$ cat src/rtl/rv_pipe_pkg.sv
// rv_pipe_pkg: shared constants and entry layout for the IF/ID pipeline boundary
package rv_pipe_pkg;
  localparam int RV_XLEN = 32;
  localparam logic [31:0] NOP_INSTR = 32'h00000013;
  typedef struct packed {
    logic               misaligned;
    logic [RV_XLEN-1:0] pc;
    logic [31:0]        instr;
  } if_id_entry_t;
endpackage

$ cat src/rtl/if_id_fifo_mem.sv
// if_id_fifo_mem: DEPTH-entry register array, one write port, one asynchronous read port
// ports: clk_i clock; we_i/waddr_i/wdata_i write port; raddr_i/rdata_o combinational read port
module if_id_fifo_mem #(
  parameter int W     = 65,
  parameter int DEPTH = 2
) (
  input  logic                     clk_i,
  input  logic                     we_i,
  input  logic [$clog2(DEPTH)-1:0] waddr_i,
  input  logic [W-1:0]             wdata_i,
  input  logic [$clog2(DEPTH)-1:0] raddr_i,
  output logic [W-1:0]             rdata_o
);
  logic [W-1:0] mem_q [DEPTH];
  always_ff @(posedge clk_i) begin
    if (we_i) mem_q[waddr_i] <= wdata_i;
  end
  assign rdata_o = mem_q[raddr_i];
endmodule

$ cat src/rtl/if_id_skid_buffer.sv
// if_id_skid_buffer: FIFO between fetch and decode with valid/ready handshakes and redirect flush
// ports: Clk/Reset; Fetch_* request side with Fetch_Ready back-pressure; Redirect flush;
//        Decode_* head entry with Decode_Ready consume; Occupancy entry count
module if_id_skid_buffer
  import rv_pipe_pkg::*;
#(
  parameter int XLEN  = 32,
  parameter int DEPTH = 2
) (
  input  logic                       Clk,
  input  logic                       Reset,
  input  logic                       Fetch_Valid,
  input  logic [XLEN-1:0]            Fetch_Pc,
  input  logic [31:0]                Fetch_Instruction,
  output logic                       Fetch_Ready,
  input  logic                       Redirect,
  output logic                       Decode_Valid,
  output logic [XLEN-1:0]            Decode_Pc,
  output logic [31:0]                Decode_Instruction,
  output logic                       Decode_Misaligned,
  input  logic                       Decode_Ready,
  output logic [$clog2(DEPTH+1)-1:0] Occupancy
);
  localparam int PW = $clog2(DEPTH);
  localparam int CW = $clog2(DEPTH+1);
  localparam int EW = XLEN + 33;
  logic [PW-1:0] wp_q, wp_d, rp_q, rp_d;
  logic [CW-1:0] cnt_q, cnt_d;
  logic          wr, rd;
  logic [EW-1:0] head;
  // Ready looks only at registered state so decode never combinationally reaches fetch.
  assign Fetch_Ready  = !Reset && cnt_q != CW'(DEPTH);
  assign Decode_Valid = cnt_q != '0;
  assign wr = Fetch_Valid && Fetch_Ready && !Redirect;
  assign rd = Decode_Valid && Decode_Ready && !Redirect;
  always_comb begin
    wp_d  = Redirect ? '0 : wp_q + PW'(wr);
    rp_d  = Redirect ? '0 : rp_q + PW'(rd);
    cnt_d = Redirect ? '0 : cnt_q + CW'(wr) - CW'(rd);
  end
  always_ff @(posedge Clk) begin
    if (Reset) begin
      wp_q  <= '0;
      rp_q  <= '0;
      cnt_q <= '0;
    end else begin
      wp_q  <= wp_d;
      rp_q  <= rp_d;
      cnt_q <= cnt_d;
    end
  end
  if_id_fifo_mem #(.W(EW), .DEPTH(DEPTH)) u_mem (
    .clk_i  (Clk),
    .we_i   (wr),
    .waddr_i(wp_q),
    .wdata_i({Fetch_Pc[1:0] != 2'b00, Fetch_Pc, Fetch_Instruction}),
    .raddr_i(rp_q),
    .rdata_o(head)
  );
  // Stale storage is masked so an empty buffer always presents a clean NOP bubble.
  assign Decode_Misaligned  = Decode_Valid && head[EW-1];
  assign Decode_Pc          = Decode_Valid ? head[EW-2:32] : '0;
  assign Decode_Instruction = Decode_Valid ? head[31:0] : NOP_INSTR;
  assign Occupancy          = cnt_q;
endmodule

$ cat config.mk
export PLATFORM = sky130hd
export DESIGN_NAME = if_id_skid_buffer
export DESIGN_NICKNAME = d
export VERILOG_FILES = /design/src/rtl/rv_pipe_pkg.sv /design/src/rtl/if_id_fifo_mem.sv /design/src/rtl/if_id_skid_buffer.sv
export SDC_FILE = /design/constraint.sdc
export NUM_CORES = 1
export LEC_CHECK = 0
export ABC_AREA = 1
export CAP_MARGIN = 25
export CORE_ASPECT_RATIO = 1.25
export CORE_MARGIN = 3
export CORE_UTILIZATION = 43
export DETAILED_ROUTE_END_ITERATION = 10
export GPL_ROUTABILITY_DRIVEN = 0
export PLACE_DENSITY = 0.86
export REMOVE_ABC_BUFFERS = 1
export SYNTH_ARGS = -nofsm -noshare
export SYNTH_HDL_FRONTEND = slang
export SYNTH_SLANG_ARGS = --single-unit
$ cat constraint.sdc
create_clock -name Clk -period 2.7 [get_ports Clk]
set_input_delay 0.405 -clock Clk [delete_from_list [all_inputs] [get_ports Clk]]
set_output_delay 0.405 -clock Clk [all_outputs]
set_load 0.1 [all_outputs]
* Word level (Yosys, flattened, before mapping)
Memories as Yosys holds them, arrays and structs flattened. A register that Yosys moved wholly into a read port is not among the register bits.
Cells that the tools add are included.
** Operators by class
- Shifts and indexed selects :: 0
- Multipliers :: 0
- Multiplexer cells :: 5
- Bitwise gates (word level) :: 0
- Magnitude comparators :: 0
- Reductions and logical operators :: 11
- Div/mod/pow operators :: 0
- Add/sub/neg operators :: 4
- Equality and inequality tests :: 1
** Operators by type and width (number)
- two-way mux 32 bit :: 2
- logical AND 1 bit :: 6
- nonzero test 2 bit :: 2
- two-way mux 1 bit :: 3
- adder 1 bit :: 2
- adder 2 x 1 -> 2 bit :: 1
- logical NOT 1 bit :: 2
- != test 2 bit (second input constant) :: 1
- OR reduction 2 bit :: 1
- subtractor 2 x 1 -> 2 bit :: 1
** Word-level totals
- Latch bits :: 0
- ROM bits :: 0
- Input port bits :: 69
- Register bits after elaboration :: 4
- Logic and storage cells :: 25
- Memory bits (writable) :: 130
- Memories :: 1
- Output and inout port bits :: 69
** Memory list
- u_mem.mem_q :: depth 2, width 65, read ports 1, clocked after memory_dff 1, write ports 1, line if_id_fifo_mem.sv:14 : logic [W-1:0] mem_q [DEPTH];

* Logic depth before layout (Yosys ltp)
- Depth in word-level cells :: 6
- Depth in mapped cells :: 12
- Mapped depth without buffers :: 12

* Cells and area by module
From an unflattened synthesis, not the netlist that was laid out.
** Second synthesis, totals
- Cells, all modules :: 514
- Area total of the unflattened synthesis :: 5993.2 sq um
** By module, submodules not included
- if_id_fifo_mem :: seq. area each 3903.7 sq um, cells each 344, area each 4764.6 sq um, instances 1
- if_id_skid_buffer :: seq. area each 80.1 sq um, cells each 170, area each 1228.7 sq um, instances 1

* Least setup slack after synthesis
No wires, ideal clock.
- Kind :: reg-to-reg
- From :: register cnt_q[0] (netlist: Occupancy[0])
- To :: memory u_mem.mem_q[1][0] (enable)
- Data arrival time :: 4398 ps
- Setup time :: 430 ps
- Path buffers :: 0
- Required time :: 2270 ps
- Setup slack :: -2128 ps
- Clock period less this slack :: 4828 ps
- Stages on the path, launching flop included :: 6
- Cell sequence :: dfxtp_1 -> nor2_1 -> nor2_1 -> nand3_1 -> inv_1 -> ha_1
** Between the ends
- Word-level cells in the longest chain between the ends :: 6
** Ends and longest elaborated chain
- start: declaration :: line if_id_skid_buffer.sv:28 : logic [CW-1:0] cnt_q, cnt_d;
- start signal: assignment :: line if_id_skid_buffer.sv:49 : cnt_q <= cnt_d;
- != test 2 bit :: line if_id_skid_buffer.sv:32 : assign Fetch_Ready = !Reset && cnt_q != CW'(DEPTH);
- logical AND 1 bit :: line if_id_skid_buffer.sv:32
- via Fetch_Ready :: line if_id_skid_buffer.sv:15 : output logic Fetch_Ready,
- logical AND 1 bit (2 in a row) :: line if_id_skid_buffer.sv:34 : assign wr = Fetch_Valid && Fetch_Ready && !Redirect;
- two-way mux 1 bit :: line if_id_fifo_mem.sv:16 : if (we_i) mem_q[waddr_i] <= wdata_i;
- two-way mux 1 bit (not written as such) :: line if_id_fifo_mem.sv:16
- end: declaration :: line if_id_fifo_mem.sv:14
The timed path passes the listed nets, and every way through them passes these cells.

==> run summary <==
area leader, netlist: edfxtp_1
Synth Flop Type: edfxtp_1
Port Buffers: 137
number of core rows: 44
placed insts: 672
1st-pass router iterations: 4
Required @ worst endpoint: 2.30 ns
startpoint types: flop
Clk Tree Root Cell: clkbuf_16
synth warn: 0
Final Hold Viols: 0
# setup viols final: 0
initial drt markers: 163
CTS tree: yes
die width: 104 um
WS Path Type: reg -> out
Worst setup EP type: output pin
Max Freq: 414 MHz
Hold Crit Class: in -> reg
crit-path cells: inv_2 -> buf_12 -> nand2_1 -> a21oi_1 -> buf_12
worst-skew pair later-pin latency: 0.41 ns
fin util: 68.4%
Synth top area share: 75.7%
status: finished clean
Max clock buf depth: 2
setup TNS: 0 ns
Wirelength per Cell: 16.5 um
WP buf/inv: 3
leading post-synthesis cells by cell area: edfxtp_1, nand2_1, a21oi_1
Mean Syn Cell Area: 13.3 sq um
Post-synth EDFFs: 130
post-CTS setup buffers: 0
Peak VDD IR: 0.461 mV
post-synthesis instance total: 388
Mapped Area: 5160 sq um
top post-synthesis cells by count: nand2_1, edfxtp_1, a21oi_1
ANT cells: 0
register area share after synthesis: 77.2%
crit path time final: 2.42 ns
most frequent cell after synthesis: nand2_1
Worst Path Max Fanout: 59
layout cells sized above 1: 20.4%
PD cells: 652 nW/um^2
CTS Buf Count: 17
Post-synth ARST share: 0%
Clock Skews: 0.00553 ns
Core Region: 11700 sq um
CTS sink count: 134
crit path DAT: 2.01 ns
Largest delay share family, worst path: buffers and inverters
vias after detailed routing: 3431
global route total overflow: 0
Post-route DRC: 0
Ports: 138
fin nets: 603
RSZ-0062 raised after global routing: no
CP most frequent cell: buf_12
number of global-route vias before repair: 3583
post-route insts no fill: 704
LEAKAGE: 2.88 nW
Slew Limit Fails: 0
wirelength, routed: 11.6 mm
maxcap violations: 0
Vias/cell: 4.87
Layout area overhead: 54.7%
initial core utilization: 44.2%
Post-CTS Hold Buffers: 0
initial antenna violation count: 0
die area: 13400 sq um
Crit-path slowest cell: dfxtp_2
Synth Register Bits: 134
Global Route Usage Sum: 18.0%
DP HPWL: 7.64 mm
Distinct cells, synth: 13
chip height: 128 um
Slew HR: 53.8%
Post-CTS Resized: 0
crit share post-route: 89.4%
Worst-Margin Slew: 0.693 ns
H-tree depth: 4
first-pass GRT wire length: 18.4 mm
largest net degree at the start of global routing: 64
antenna-violating nets left: 0
Max stage delay on crit path: 0.46 ns
Worst-path clk slew: 0.06 ns
## layout make-up
cell class	count	area, sq um
clock buffer	19	433
clock inverter	13	204
fill	781	3690
inverter	12	45.0
multi-input combinational	221	986
sequential	134	3990
tap	161	201
timing repair buffer	144	2130
## cells by family after synthesis
| kind of cell | Yosys count | share of synthesized area (%) |
|---|---|---|
| buffers and inverters | 33 | 4.24 |
| adder cells (fa/ha/maj) | 4 | 0.970 |
| AND/OR/NAND/NOR | 154 | 11.4 |
| AO/OA/AOI/OAI | 63 | 6.11 |
| flip-flops | 134 | 77.2 |
## layer usage
metal	GRT usage (%)	vias up	part of all wire, %
li1	-	1637	-
met1	20.2	1643	37
met2	32.0	130	55
met3	6.32	21	6.5
met4	6.34	0	1.7
met5	0	-	0
## through the flow
step / area, sq um / hold WS (ns) / power (W) / setup slack, ns
2_1_floorplan: 4980 / 0.504 / 0.00258 / -2.13
3_3_place_gp: 7340 / 0.591 / 0.00280 / 0.506
3_5_place_dp: 7340 / 0.644 / 0.00281 / 0.453
4_1_cts: 7980 / 0.562 / 0.00525 / 0.254
5_1_grt: 7980 / 0.565 / 0.00538 / 0.125
6_report: 7980 / 0.576 / 0.00521 / 0.285
## final timing paths
kind                                             from                      to  slack (ns)  depth (start not counted)
worst max-delay path                             rp_q  Decode_Instruction[28]        0.28                          5
worst min-delay path            Fetch_Instruction[19]      u_mem.mem_q[1][19]        0.58                          1
worst max register to register           Occupancy[0]            Occupancy[1]        0.50                         10
worst min register to register                   wp_q                    wp_q        0.64                          3
## power breakdown
group	total [W]	internal, W	leakage, nW	switching, W
Clock	0.00244	0.00163	0.301	0.000809
Sequential	0.00233	0.00232	1.21	0.00000994
Combinational	0.000433	0.000179	1.37	0.000254
## worst reg2reg max path: cells and delay by family, from the launching register on
family,cells,cell delay (ns)
flip-flops,1,0.37
adder cells (fa/ha/maj),2,0.52
buffers and inverters,3,0.63
AND/OR/NAND/NOR,4,0.42
AO/OA/AOI/OAI,1,0.16
## sequential cells by signal, summed over array words and instances, names as in the netlist
register	cells
rp_q	1
wp_q	1
Occupancy	2
u_mem.mem_q	130
## cells in the final DEF, fill, tap and decap left out
cell type / n
a21oi_1: 63
buf_12: 70
buf_4: 6
bufinv_16: 5
clkbuf_1: 2
clkbuf_16: 17
clkdlybuf4s50_1: 68
clkinv_1: 1
clkinv_2: 2
clkinv_4: 1
clkinvlp_4: 3
dfxtp_1: 3
dfxtp_2: 1
edfxtp_1: 130
ha_1: 2
ha_4: 2
inv_1: 11
inv_2: 1
inv_6: 1
nand2_1: 136
nand3_1: 6
nor2_1: 10
nor2_4: 1
or2_2: 1
No activity file was read; power rests on OpenSTA's default activity.
